File: config.mk
export PLATFORM = sky130hd
export DESIGN_NAME = mbr_prefetch_unit_flat
export DESIGN_NICKNAME = d
export VERILOG_FILES = /design/src/rtl/mbr_prefetch_unit_if.sv /design/src/rtl/mbr_prefetch_unit.sv /design/src/flat_wrapper.sv
export SDC_FILE = /design/constraint.sdc
export NUM_CORES = 1
export LEC_CHECK = 0
export CAP_MARGIN = 20
export CORE_MARGIN = 1
export CORE_UTILIZATION = 50
export DETAILED_ROUTE_END_ITERATION = 6
export MAX_ROUTING_LAYER = met4
export PLACE_DENSITY_LB_ADDON = 0.12
export SYNTH_ARGS = -nofsm -noshare
export SYNTH_HDL_FRONTEND = slang
export SYNTH_SLANG_ARGS = --single-unit
File: constraint.sdc
create_clock -name clk -period 3.5 [get_ports clk]
set_input_delay 0.7 -clock clk [delete_from_list [all_inputs] [get_ports clk]]
set_output_delay 0.7 -clock clk [all_outputs]
set_load 0.01 [all_outputs]
File: src/rtl/mbr_prefetch_unit_if.sv
// Bus bundle for the prefetch unit: fetch control, instruction-memory req/ack and consumer valid/ready.
// The unit connects through the slave modport; its environment uses master.
interface mbr_prefetch_unit_if #(
  parameter int INSTR_W = 16,
  parameter int OPC_W   = 6,
  parameter int DATA_W  = 32,
  parameter int DEPTH   = 4,
  parameter int ADDR_W  = 8
);
  localparam int CNT_W = $clog2(DEPTH) + 1;

  logic               fetch;
  logic               pc_load;
  logic [ADDR_W-1:0]  pc_load_addr;
  logic               mem_req;
  logic [ADDR_W-1:0]  mem_addr;
  logic               mem_ack;
  logic [INSTR_W-1:0] instruction_in;
  logic               instr_valid;
  logic               instr_ready;
  logic [OPC_W-1:0]   instruction_out;
  logic [DATA_W-1:0]  data_out;
  logic [ADDR_W-1:0]  instr_addr;
  logic [CNT_W-1:0]   count;

  modport master (
    output fetch, pc_load, pc_load_addr, mem_ack, instruction_in, instr_ready,
    input  mem_req, mem_addr, instr_valid, instruction_out, data_out, instr_addr, count
  );

  modport slave (
    input  fetch, pc_load, pc_load_addr, mem_ack, instruction_in, instr_ready,
    output mem_req, mem_addr, instr_valid, instruction_out, data_out, instr_addr, count
  );
endinterface

File: src/rtl/mbr_prefetch_unit.sv
// Memory buffer register with a first-word-fall-through instruction prefetch queue.
// Define MBRU_SIGN_EXT_EN to sign-extend the operand; by default it is zero-extended.
//
// state   | meaning
// IDLE    | no request outstanding
// WAIT    | request outstanding, response will be queued
// DISCARD | request outstanding after pc_load, response will be dropped
module mbr_prefetch_unit #(
  parameter int INSTR_W = 16,
  parameter int OPC_W   = 6,
  parameter int DATA_W  = 32,
  parameter int DEPTH   = 4,
  parameter int ADDR_W  = 8
) (
  input logic clk,
  input logic rst,
  mbr_prefetch_unit_if.slave bus
);
  localparam int PTR_W  = $clog2(DEPTH);
  localparam int CNT_W  = PTR_W + 1;
  localparam int OPND_W = INSTR_W - OPC_W;
  localparam logic [CNT_W-1:0] FULL = CNT_W'(DEPTH);

  typedef enum logic [1:0] {IDLE, WAIT, DISCARD} state_t;

  state_t             state, state_nxt;
  logic [ADDR_W-1:0]  addr_q, addr_nxt;
  logic [ADDR_W-1:0]  held_q, held_nxt;
  logic [CNT_W-1:0]   cnt, cnt_nxt;
  logic [PTR_W-1:0]   wr_ptr, rd_ptr;
  logic [ADDR_W-1:0]  fifo_addr [DEPTH];
  logic [INSTR_W-1:0] fifo_word [DEPTH];
  logic               push, pop, flush;
  logic [INSTR_W-1:0] head_word;
  logic [OPND_W-1:0]  operand;
  logic [DATA_W-1:0]  operand_ext;
  logic               fill;
  logic               valid;

  assign valid = (cnt != '0);

  // pc_load overrides both queue ports so a flush never races a push or pop.
  always_comb begin
    flush   = bus.pc_load;
    pop     = valid && bus.instr_ready && !flush;
    push    = (state == WAIT) && bus.mem_ack && !flush;
    cnt_nxt = flush ? '0 : cnt + CNT_W'(push) - CNT_W'(pop);
  end

  always_comb begin
    state_nxt = state;
    addr_nxt  = addr_q;
    held_nxt  = held_q;
    case (state)
      IDLE: begin
        if (flush) begin
          addr_nxt = bus.pc_load_addr;
        end else if (bus.fetch && cnt < FULL) begin
          state_nxt = WAIT;
        end
      end
      WAIT: begin
        if (flush) begin
          if (bus.mem_ack) begin
            state_nxt = IDLE;
            addr_nxt  = bus.pc_load_addr;
          end else begin
            state_nxt = DISCARD;
            held_nxt  = bus.pc_load_addr;
          end
        end else if (bus.mem_ack) begin
          addr_nxt  = addr_q + 1'b1;
          state_nxt = (bus.fetch && cnt_nxt < FULL) ? WAIT : IDLE;
        end
      end
      DISCARD: begin
        // mem_addr keeps the old address until the orphaned response arrives.
        if (bus.mem_ack) begin
          state_nxt = IDLE;
          addr_nxt  = flush ? bus.pc_load_addr : held_q;
        end else if (flush) begin
          held_nxt = bus.pc_load_addr;
        end
      end
      default: state_nxt = IDLE;
    endcase
  end

  always_ff @(posedge clk or posedge rst) begin
    if (rst) begin
      state  <= IDLE;
      addr_q <= '0;
      held_q <= '0;
      cnt    <= '0;
      wr_ptr <= '0;
      rd_ptr <= '0;
    end else begin
      state  <= state_nxt;
      addr_q <= addr_nxt;
      held_q <= held_nxt;
      cnt    <= cnt_nxt;
      if (flush) begin
        wr_ptr <= '0;
        rd_ptr <= '0;
      end else begin
        if (push) wr_ptr <= wr_ptr + 1'b1;
        if (pop)  rd_ptr <= rd_ptr + 1'b1;
      end
    end
  end

  always_ff @(posedge clk) begin
    if (push) begin
      fifo_addr[wr_ptr] <= addr_q;
      fifo_word[wr_ptr] <= bus.instruction_in;
    end
  end

  always_comb begin
    head_word = fifo_word[rd_ptr];
    operand   = head_word[OPND_W-1:0];
`ifdef MBRU_SIGN_EXT_EN
    fill = operand[OPND_W-1];
`else
    fill = 1'b0;
`endif
    operand_ext = {DATA_W{fill}};
    operand_ext[OPND_W-1:0] = operand;
  end

  assign bus.mem_req         = (state != IDLE);
  assign bus.mem_addr        = addr_q;
  assign bus.count           = cnt;
  assign bus.instr_valid     = valid;
  assign bus.instruction_out = valid ? head_word[INSTR_W-1 -: OPC_W] : '0;
  assign bus.data_out        = valid ? operand_ext : '0;
  assign bus.instr_addr      = valid ? fifo_addr[rd_ptr] : '0;
endmodule
File: src/flat_wrapper.sv
// flat-port wrapper written by rule: the top's interface ports become plain ports
module mbr_prefetch_unit_flat 
#(
  parameter int INSTR_W = 16,
  parameter int OPC_W   = 6,
  parameter int DATA_W  = 32,
  parameter int DEPTH   = 4,
  parameter int ADDR_W  = 8
)
  (clk, rst, bus_fetch, bus_pc_load, bus_pc_load_addr, bus_mem_ack, bus_instruction_in, bus_instr_ready, bus_mem_req, bus_mem_addr, bus_instr_valid, bus_instruction_out, bus_data_out, bus_instr_addr, bus_count);
  mbr_prefetch_unit_if #(.INSTR_W(INSTR_W), .OPC_W(OPC_W), .DATA_W(DATA_W), .DEPTH(DEPTH), .ADDR_W(ADDR_W)) bus_i ();
  input logic clk;
  input logic rst;
  input wire logic [$bits(bus_i.fetch)-1:0] bus_fetch;
  input wire logic [$bits(bus_i.pc_load)-1:0] bus_pc_load;
  input wire logic [$bits(bus_i.pc_load_addr)-1:0] bus_pc_load_addr;
  input wire logic [$bits(bus_i.mem_ack)-1:0] bus_mem_ack;
  input wire logic [$bits(bus_i.instruction_in)-1:0] bus_instruction_in;
  input wire logic [$bits(bus_i.instr_ready)-1:0] bus_instr_ready;
  output wire logic [$bits(bus_i.mem_req)-1:0] bus_mem_req;
  output wire logic [$bits(bus_i.mem_addr)-1:0] bus_mem_addr;
  output wire logic [$bits(bus_i.instr_valid)-1:0] bus_instr_valid;
  output wire logic [$bits(bus_i.instruction_out)-1:0] bus_instruction_out;
  output wire logic [$bits(bus_i.data_out)-1:0] bus_data_out;
  output wire logic [$bits(bus_i.instr_addr)-1:0] bus_instr_addr;
  output wire logic [$bits(bus_i.count)-1:0] bus_count;
  assign bus_i.fetch = bus_fetch;
  assign bus_i.pc_load = bus_pc_load;
  assign bus_i.pc_load_addr = bus_pc_load_addr;
  assign bus_i.mem_ack = bus_mem_ack;
  assign bus_i.instruction_in = bus_instruction_in;
  assign bus_i.instr_ready = bus_instr_ready;
  assign bus_mem_req = bus_i.mem_req;
  assign bus_mem_addr = bus_i.mem_addr;
  assign bus_instr_valid = bus_i.instr_valid;
  assign bus_instruction_out = bus_i.instruction_out;
  assign bus_data_out = bus_i.data_out;
  assign bus_instr_addr = bus_i.instr_addr;
  assign bus_count = bus_i.count;
  mbr_prefetch_unit #(.INSTR_W(INSTR_W), .OPC_W(OPC_W), .DATA_W(DATA_W), .DEPTH(DEPTH), .ADDR_W(ADDR_W)) u_core (.clk(clk), .rst(rst), .bus(bus_i));
endmodule
==> run_results.csv, run 1 <==
group,metric,value,unit
run_status,status,"complete, no violations",
setup_path,end_kind,"primary output",
timing,clock.fmax,0.314,GHz
cells_and_area,synthToLayoutAreaGrowth,23.8,%
clock_network,cts.hold.buffers_added,0,
cells_and_area,diodes,0,
timing,min_period,3180,ps
floorplanning,ioPinCount,89,
clock_network,numClockSinks,121,
placement,numPlacedInstances,546,
route,highest_layer,"met4",
floorplanning,num_rows,37,
yosys,ys_seq_area_frac,0.639,
clock_network,cts.clk_slew.worst_paths,60,ps
timing,hold_violations,0,
yosys,ys_async_sr_fraction,0.207,
route,wl_per_cell,17.2,um
placement,io_buffers,66,
setup_path,r2r_end,"u_core.state[0]",
yosys,synth_top_area_share,0.525,
route,wl_met3,473,um
min_path,hp-start,"u_core.held_q[3]",
placement,dpl.hpwl,6280,um
timing,min_period_over_period,0.910,
setup_path,crit_arrival,2480,ps
route,drt_iter0_markers,126,
setup_path,reg2regPathDepth,11,
clock_network,clockRootBuffer,"clkbuf_8",
floorplanning,die_x,107,um
route,dr_wl_met2,5010,um
global_routing,grt_util_all_layers,0.197,
yosys,ys_ff_latch,121,
yosys,synth_ff_type,"edfxtp_1",
route,met1_length,4350,um
timing,rsz0062_at_grt,"false",
route,drc_errors,0,
timing,slew_viol_final,0,
floorplanning,start_util,0.525,
min_path,holdPathEnd,"u_core.held_q[3]",
global_routing,grt_pass1_wl,15900,um
yosys,synth_area_per_cell,15.5,um^2
power,ir_drop,0.000554,V
setup_path,r2r_start,"u_core.state[1]",
clock_network,cts_tree,"yes",
power,powerDensity,809,nW/um^2
clock_network,clock_latency,520,ps
route,dr.pass1.iters,4,
clock_network,htree_levels,4,
route,vias,3074,
power,leakagePower,2.44,nW
cells_and_area,fin_cells,578,
setup_path,crit_required,2800,ps
yosys,synthTopCellsByArea,"edfxtp_1 (53%), dfrtp_1 (11%), mux4_2 (9.8%)",
floorplanning,core_area,10500,um^2
floorplanning,die-area,11400,um^2
timing,hold_ws,504,ps
clock_network,clock_path_buffers,2,
global_routing,first_global_vias,3034,
timing,setup_viol,0,
yosys,ys_warn_count,0,
route,finalWirelength,9970,um
clock_network,numCtsBuffers,17,
setup_path,rrSetupSlack,690,ps
global_routing,gr-total-overflow,0,
floorplanning,die_height,107,um
setup_path,setup.worst_path.class,"reg -> out",
clock_network,post_cts_resized,0,
global_routing,grt_max_degree,31,
yosys,synth_area,5490,um^2
min_path,min_path_type,"reg -> reg",
route,drtAntennaViolNets,0,
timing,fin_setup_tns,0,ps
flow_run,maxCapViolCount,0,
yosys,synth_edf_count,96,
route,vias_per_cell,5.32,
cells_and_area,num-nets-final,471,
min_path,hold_depth,1,
cells_and_area,drive_above_1_share,0.192,
global_routing,antenna_found_initial,0,
placement,gp_congestion,0.774,
timing,fin_skew,7.74,ps
yosys,postSynthCellCount,353,
clock_network,postCtsSetupBuffers,0,
setup_path,cp-start-kind,"flop",
yosys,yosysTopAreaCell,"edfxtp_1",
yosys,yosysUniqueCellTypes,44,
setup_path,critPathMaxFanout,20,
worst max path at each step:
stage / to / startpoint / cells past startpoint / slack (ps)
after detailed placement: u_core.state[0] / bus_pc_load / 11 / 330
after global routing: bus_data_out[6] / u_core.rd_ptr[0] / 4 / 210
after CTS: bus_instr_addr[7] / u_core.rd_ptr[0] / 4 / 250
after floorplan: u_core.state[0] / bus_pc_load / 13 / 550
final: bus_instr_addr[7] / u_core.rd_ptr[0] / 4 / 320
after global placement: u_core.state[0] / bus_pc_load / 11 / 370
worst max-delay path, stage by stage, from the launching register on:
cell and delay [ps]:
dfrtp_2 520, buf_12 250, mux4_2 510, and2_1 190, clkdlybuf4s50_1 490
synth_stat cells (all sizes together) (5+ instances only):
cell type,number
buf,34
dfrtp,25
edfxtp,96
ha,11
a21oi,6
nand2,15
xnor2,5
nor2,12
o21ai,9
mux2,12
o211ai,7
and2,31
inv,12
clkbuf,5
nand3,5
mux4,24
cell usage in the layout, fill, tap and decap left out, types with 9 or more instances in the layout:
cell type | synthesis | routed
ha_1 | 11 | 11
inv_1 | 12 | 12
dfrtp_1 | 25 | 24
mux4_2 | 24 | 24
nand2_1 | 15 | 15
nor2_1 | 12 | 12
clkdlybuf4s50_1 | 0 | 66
o21ai_0 | 9 | 9
mux2_2 | 12 | 12
conb_1 | 1 | 22
clkbuf_16 | 0 | 16
and2_1 | 31 | 31
edfxtp_1 | 96 | 96
sequential cells by signal, summed over array words and instances, names as in the netlist:
name,cells
u_core.fifo_addr,32
u_core.bus.mem_addr,8
u_core.bus.count,3
u_core.held_q,8
u_core.fifo_word,64
u_core.rd_ptr,2
u_core.state,2
u_core.wr_ptr,2
metrics by stage:
step           total power, mW  instance area [um^2]  setup WS, ps   util
6_report                  5.50                  6800           316  0.649
5_1_grt                   5.80                  6800           213  0.649
4_1_cts                   5.56                  6800           253  0.649
3_5_place_dp              3.97                  6250           329  0.597
3_3_place_gp              3.94                  6250           369  0.597
2_1_floorplan             3.24                  5570           554      -
per-layer routing:
| metal | vias up | GRT usage |
|---|---|---|
| met2 | 90 | 0.304 |
| met3 | 11 | 0.0565 |
| met1 | 1538 | 0.247 |
| met4 | 0 | 0.0793 |
| met5 | - | - |
| li1 | 1435 | - |
kinds of logic (layout without fill, tap and decap cells):
group,count (synthesis),after routing,synth area share
adder cells (fa/ha/maj),12,12,0.0287
multiplexers,38,38,0.127
AO/OA/AOI/OAI,40,40,0.0547
XOR/XNOR,9,9,0.0144
other,1,22,0.000683
flip-flops,121,121,0.639
AND/OR/NAND/NOR,81,81,0.0812
buffers and inverters,51,119,0.0543
power breakdown:
group | internal [mW] | switching (mW)
combinational | 1.02 | 0.885
clock | 0.942 | 0.625
sequential | 1.81 | 0.210
area by class of cell:
cell class / instances / area [um^2]
repair buffers: 75 / 766
well taps: 136 / 170
clock buffers: 18 / 418
multi-input cells: 202 / 1760
inverters: 12 / 45.0
fillers: 771 / 3670
clock inverters: 14 / 126
flip-flops and latches: 121 / 3510
Note: power is estimated with default switching activity, not from simulation.
==> run 2: changes to the inputs <==
--- a/config.mk
+++ b/config.mk
@@ -6,9 +6,10 @@
 export NUM_CORES = 1
 export LEC_CHECK = 0
 export CAP_MARGIN = 20
-export CORE_MARGIN = 1
+export CORE_MARGIN = 5
 export CORE_UTILIZATION = 50
 export DETAILED_ROUTE_END_ITERATION = 6
+export GPL_TIMING_DRIVEN = 0
 export MAX_ROUTING_LAYER = met4
 export PLACE_DENSITY_LB_ADDON = 0.12
 export SYNTH_ARGS = -nofsm -noshare
==> run 2 against run 1 <==
  * Routed wire length increased by 2.8%
  * Register-to-register slack worse by 170 ps
  * Largest cell class unchanged
  * Global-route usage decreased by 2.4 points
  * Largest power group unchanged
  * Sequential power hardly changed
  * Cell count grew 6.2%
  * Utilization increased by 0.41 points
==> run_results.csv, run 2 (synthesized netlist as in run 1, its figures left out) <==
group,metric,value,unit
run_status,status,"complete, no violations",
timing,rsz0062_at_grt,"false",
placement,gp_congestion,0.836,
power,powerDensity,793,nW/um^2
placement,io_buffers,65,
cells_and_area,synthToLayoutAreaGrowth,28.5,%
setup_path,setup.worst_path.class,"reg -> out",
route,drtAntennaViolNets,0,
timing,min_period,3280,ps
power,leakagePower,2.61,nW
setup_path,crit_required,2800,ps
floorplanning,start_util,0.508,
setup_path,critPathMaxFanout,10,
timing,fin_skew,10.4,ps
global_routing,gr-total-overflow,0,
timing,hold_violations,0,
placement,dpl-instance-area,6500,um^2
route,vias,3126,
global_routing,grt_util_all_layers,0.173,
cells_and_area,num-nets-final,503,
power,p_clk_frac,0.287,
floorplanning,die-area,13200,um^2
placement,post-place-ws,256,ps
global_routing,antenna_found_initial,0,
power,ir_drop,0.000518,V
power,seqPwrFrac,0.357,
global_routing,first_global_vias,3223,
cells_and_area,top_register,"u_core.fifo_word",
power,switching_share,0.315,
route,drt_iter0_markers,126,
power,power.internal,3.83,mW
timing,tightest_slew,956,ps
clock_network,numCtsBuffers,17,
timing,relSlewSlack,0.362,
clock_network,post_cts_resized,0,
timing,min_period_over_period,0.937,
cells_and_area,largest_register_ff_count,64,
timing,setup_viol,0,
floorplanning,ioPinCount,89,
flow_run,maxCapViolCount,0,
clock_network,postCtsSetupBuffers,0,
clock_network,cts_tree,"yes",
cells_and_area,final_cell_mix,"edfxtp_1 (96), clkdlybuf4s50_1 (65), and2_1 (31)",
placement,dpl.hpwl,7060,um
clock_network,cts.hold.buffers_added,0,
clock_network,cts.clk_slew.worst_paths,60,ps
clock_network,clock_latency,510,ps
cells_and_area,diodes,0,
route,drc_errors,0,
global_routing,grt_pass1_wl,16900,um
route,dr.pass1.iters,4,
floorplanning,die_height,115,um
power,power_switching,1.76,mW
timing,clock.fmax,0.305,GHz
floorplanning,die_x,115,um
setup_path,end_kind,"primary output",
route,finalWirelength,10200,um
global_routing,grt_max_degree,26,
setup_path,crit_arrival,2580,ps
timing,fin_setup_tns,0,ps
cells_and_area,layout_commonest_cell,"edfxtp_1",
clock_network,htree_levels,4,
floorplanning,core_area,10800,um^2
power,pwr-share-comb,0.356,
clock_network,clock_path_buffers,2,
cells_and_area,reg_top3,"u_core.fifo_word x64, u_core.fifo_addr x32",
clock_network,clockRootBuffer,"clkbuf_8",
timing,slew_viol_final,0,
route,vias_per_cell,5.09,
setup_path,cp-start-kind,"flop",
clock_network,numClockSinks,121,
floorplanning,num_rows,38,
route,wl_per_cell,16.7,um
min_path,min_path_type,"reg -> reg",
cells_and_area,design_area,7050,um^2
cells_and_area,drive_above_1_share,0.234,
timing,worst_slack,220,ps
-- run 2: cell count changes in the layout (fill, tap and decap cells not counted), sizes merged --
| cell | previous run | this run |
|---|---|---|
| clkbuf | 18 | 23 |
| clkinv | 9 | 5 |
| inv | 14 | 18 |
| clkdlybuf4s50 | 66 | 65 |
| buf | 9 | 37 |
-- run 2: per-layer routing --
metal	routed length [um]	up-vias	GRT usage
li1	-	1503	-
met5	0	-	-
met1	4360	1537	0.212
met3	445	6	0.0395
met2	5350	80	0.293
met4	82	0	0.0446
-- run 2: metrics by stage --
step           std cells  power, mW  hold WS (ps)   util
6_report             614       5.59           499  0.654
3_3_place_gp         579       3.98           484  0.592
5_1_grt              614       5.93           511  0.654
3_5_place_dp         583       4.04           490  0.602
4_1_cts              615       5.67           504  0.654
2_1_floorplan        374       3.24           474      -
-- run 2: area by class of cell --
class | instances | area [um^2]
Multi-Input combinational cell | 202 | 1760
Timing Repair Buffer | 69 | 761
Inverter | 12 | 45.0
Sequential cell | 121 | 3510
Clock inverter | 14 | 138
Buffer | 38 | 249
Fill cell | 785 | 3740
Tap cell | 140 | 175
Clock buffer | 18 | 418
-- run 2: power groups by stage --
stage	Clock (mW)	Sequential [mW]	Combinational (mW)
6_report	1.61	1.99	1.99
5_1_grt	1.71	2.03	2.19
4_1_cts	1.64	2.00	2.03
3_5_place_dp	0	2.03	2.01
3_3_place_gp	0	2.01	1.97
2_1_floorplan	0	1.99	1.25
-- run 2: path summary, 6_finish.rpt --
kind / startpoint / end / slack [ps] / cells after the start
max: u_core.rd_ptr[0] / bus_instruction_out[4] / 220 / 5
min: u_core.held_q[2] / u_core.held_q[2] / 500 / 1
max reg2reg: u_core.state[1] / u_core.state[0] / 520 / 12
min reg2reg: u_core.held_q[2] / u_core.held_q[2] / 500 / 1
max in group asynchronous: rst / u_core.wr_ptr[0] / 2200 / 2
min in group asynchronous: rst / u_core.held_q[5] / 710 / 2
-- run 2: worst max-delay path, stage by stage (launching register included) --
cell             delay, ps
dfrtp_1                310
buf_2                  250
buf_4                  300
mux4_2                 550
and2_1                 180
clkdlybuf4s50_1        470
==> run 3: changes to the inputs <==
--- a/config.mk
+++ b/config.mk
@@ -6,6 +6,7 @@
 export NUM_CORES = 1
 export LEC_CHECK = 0
 export CAP_MARGIN = 20
+export CORE_ASPECT_RATIO = 1.75
 export CORE_MARGIN = 5
 export CORE_UTILIZATION = 50
 export DETAILED_ROUTE_END_ITERATION = 6
==> run 3 against run 2 <==
  * Sequential share of layout area decreased by 0.12 points
  * Sequential cell count did not move
  * Via count is 2.4% higher
  * Critical path type unchanged
  * Total power increased by 2.4%
  * Design area increased by 0.25%
  * Clock skew down 5.4 ps
  * Non-clock buffer count increased by 2
  * Setup slack improved by 28 ps
  * Register-to-register slack got worse by 70 ps
  * Cell count is 1.5% lower
  * Highest routed layer unchanged
  * Global-route usage rose by 0.24 points
==> run_results.csv, run 3 (synthesized netlist as in run 1, its figures left out) <==
group,metric,value,unit
timing,hold_ws,500,ps
floorplanning,num_rows,50,
min_path,hp-start,"u_core.held_q[2]",
min_path,holdPathEnd,"u_core.held_q[2]",
setup_path,end_kind,"primary output",
cells_and_area,largest_register_ff_count,64,
route,drt_iter0_markers,107,
route,drtAntennaViolNets,0,
clock_network,clockRootBuffer,"clkbuf_16",
global_routing,met2_usage,0.309,
global_routing,use_met1,0.179,
route,drc_errors,0,
timing,hold_violations,0,
power,switching_share,0.293,
setup_path,worstPathCellList,"buf_2 -> buf_1 -> mux4_2 -> and2_1 -> clkdlybuf4s50_1",
power,p_clk_frac,0.302,
timing,tightest_slew,858,ps
clock_network,postCtsSetupBuffers,0,
timing,slew_viol_final,0,
floorplanning,die_x,89.2,um
clock_network,post_cts_resized,0,
global_routing,busiest_layer,"met2",
clock_network,cts_tree,"yes",
route,finalWirelength,10600,um
flow_run,maxCapViolCount,0,
clock_network,cts.clk_slew.worst_paths,50,ps
cells_and_area,reg_top3,"u_core.fifo_word x64, u_core.fifo_addr x32",
clock_network,numClockSinks,121,
floorplanning,die_height,149,um
run_status,status,"complete, no violations",
power,ir_drop,0.000482,V
cells_and_area,final_cell_mix,"edfxtp_1 (96), clkdlybuf4s50_1 (65), and2_1 (31)",
setup_path,r2r_end,"u_core.state[0]",
setup_path,r2r_start,"u_core.bus.count[2]",
global_routing,first_global_vias,3354,
cells_and_area,multi_input_area,1760,um^2
power,powerDensity,810,nW/um^2
timing,setup_viol,0,
clock_network,htree_levels,4,
timing,min_period,3250,ps
global_routing,grtUsageMet3,0.0432,
cells_and_area,top_register,"u_core.fifo_word",
cells_and_area,drive_above_1_share,0.223,
global_routing,grt_max_degree,26,
min_path,hold_depth,1,
timing,clock.fmax,0.307,GHz
timing,relSlewSlack,0.428,
clock_network,clock_latency,400,ps
cells_and_area,synthToLayoutAreaGrowth,28.9,%
setup_path,crit_required,2800,ps
timing,worst_slack,248,ps
floorplanning,die-area,13300,um^2
setup_path,cpLargestDelayFamily,"buffers and inverters",
setup_path,cp_slowest_stage_delay,560,ps
cells_and_area,area.sequential,3510,um^2
floorplanning,core_area,10800,um^2
setup_path,setup.worst_path.class,"reg -> out",
setup_path,startpoint,"u_core.rd_ptr[1]",
setup_path,crit_buf_inv,3,
global_routing,grt_pass1_wl,16600,um
power,pwr-share-comb,0.350,
placement,gp_congestion,0.844,
cells_and_area,final.fill_count,805,
min_path,min_path_type,"reg -> reg",
setup_path,worst_path_max_delay_cell,"buf_1",
power,leakagePower,2.63,nW
placement,numPlacedInstances,573,
route,vias,3200,
cells_and_area,fin_cells,605,
global_routing,antenna_found_initial,0,
setup_path,critPathMaxFanout,10,
global_routing,grt_util_all_layers,0.175,
floorplanning,start_util,0.510,
setup_path,cp-start-kind,"flop",
route,wl_per_cell,17.6,um
global_routing,gr-total-overflow,0,
timing,min_period_over_period,0.929,
route,vias_per_cell,5.29,
timing,rsz0062_at_grt,"false",
placement,post-place-ws,221,ps
clock_network,numCtsBuffers,17,
power,power.total,5.73,mW
clock_network,cts.hold.buffers_added,0,
clock_network,clock_path_buffers,2,
power,power.internal,4.05,mW
timing,fin_setup_tns,0,ps
floorplanning,ioPinCount,89,
cells_and_area,layout_commonest_cell,"edfxtp_1",
power,seqPwrFrac,0.348,
setup_path,crit_arrival,2550,ps
timing,fin_skew,5.00,ps
setup_path,reg2regPathDepth,13,
route,dr.pass1.iters,4,
cells_and_area,num-nets-final,505,
power,power_switching,1.68,mW
placement,dpl.hpwl,7590,um
cells_and_area,diodes,0,
placement,io_buffers,65,
setup_path,rrSetupSlack,450,ps
==> run 3: cell count changes in the layout (fill, tap and decap cells not counted), sizes merged <==
| cell | previous run | this run |
|---|---|---|
| bufinv | 1 | 4 |
| clkinv | 5 | 6 |
| clkinvlp | 2 | 0 |
| inv | 18 | 12 |
| buf | 37 | 39 |
| clkbuf | 23 | 26 |
==> run 3: worst max path at each step <==
stage,end,slack (ps),depth (start not counted)
after detailed placement,u_core.state[0],220,13
final,bus_instruction_out[0],250,5
after floorplan,u_core.state[0],550,13
after global placement,u_core.state[0],250,13
after CTS,bus_instruction_out[0],200,5
after global routing,bus_instruction_out[0],110,5
==> run 3: power groups by stage <==
stage / Sequential, mW / Combinational, mW / Clock (mW)
2_1_floorplan: 1.99 / 1.25 / 0
3_3_place_gp: 2.01 / 1.98 / 0
3_5_place_dp: 2.02 / 2.02 / 0
4_1_cts: 1.99 / 2.04 / 1.75
5_1_grt: 2.03 / 2.19 / 1.84
6_report: 1.99 / 2.01 / 1.73
==> run 3: routing by layer <==
metal	share of wire	vias to the layer above
li1	-	1495
met1	0.35	1577
met2	0.57	106
met3	0.055	22
met4	0.026	0
met5	0	-
==> run 3: final cells by class <==
cell class | count | share of cell area
inverters | 12 | 0.00637
plain buffers | 39 | 0.0357
well taps | 130 | 0.0230
repair buffers | 70 | 0.106
clock inverters | 10 | 0.0214
multi-input cells | 202 | 0.249
clock buffers | 21 | 0.0623
flip-flops and latches | 121 | 0.496
==> run 3: worst reg2reg max path, cell delays in order (launching register included) <==
cell	delay (ps)
dfrtp_1	430
or3_1	380
clkbuf_1	230
nand2_1	190
nor2_1	60
ha_1	270
inv_1	60
ha_1	140
inv_1	50
fa_1	370
xnor2_1	190
xnor2_1	160
a21oi_1	90
o32a_1	330
==> run 3: metrics by stage <==
step                      instance area (um^2)   util
after global routing                      7070  0.657
after global placement                    6380  0.593
after CTS                                 7040  0.655
after floorplan                           5570      -
final                                     7070  0.657
after detailed placement                  6450  0.600
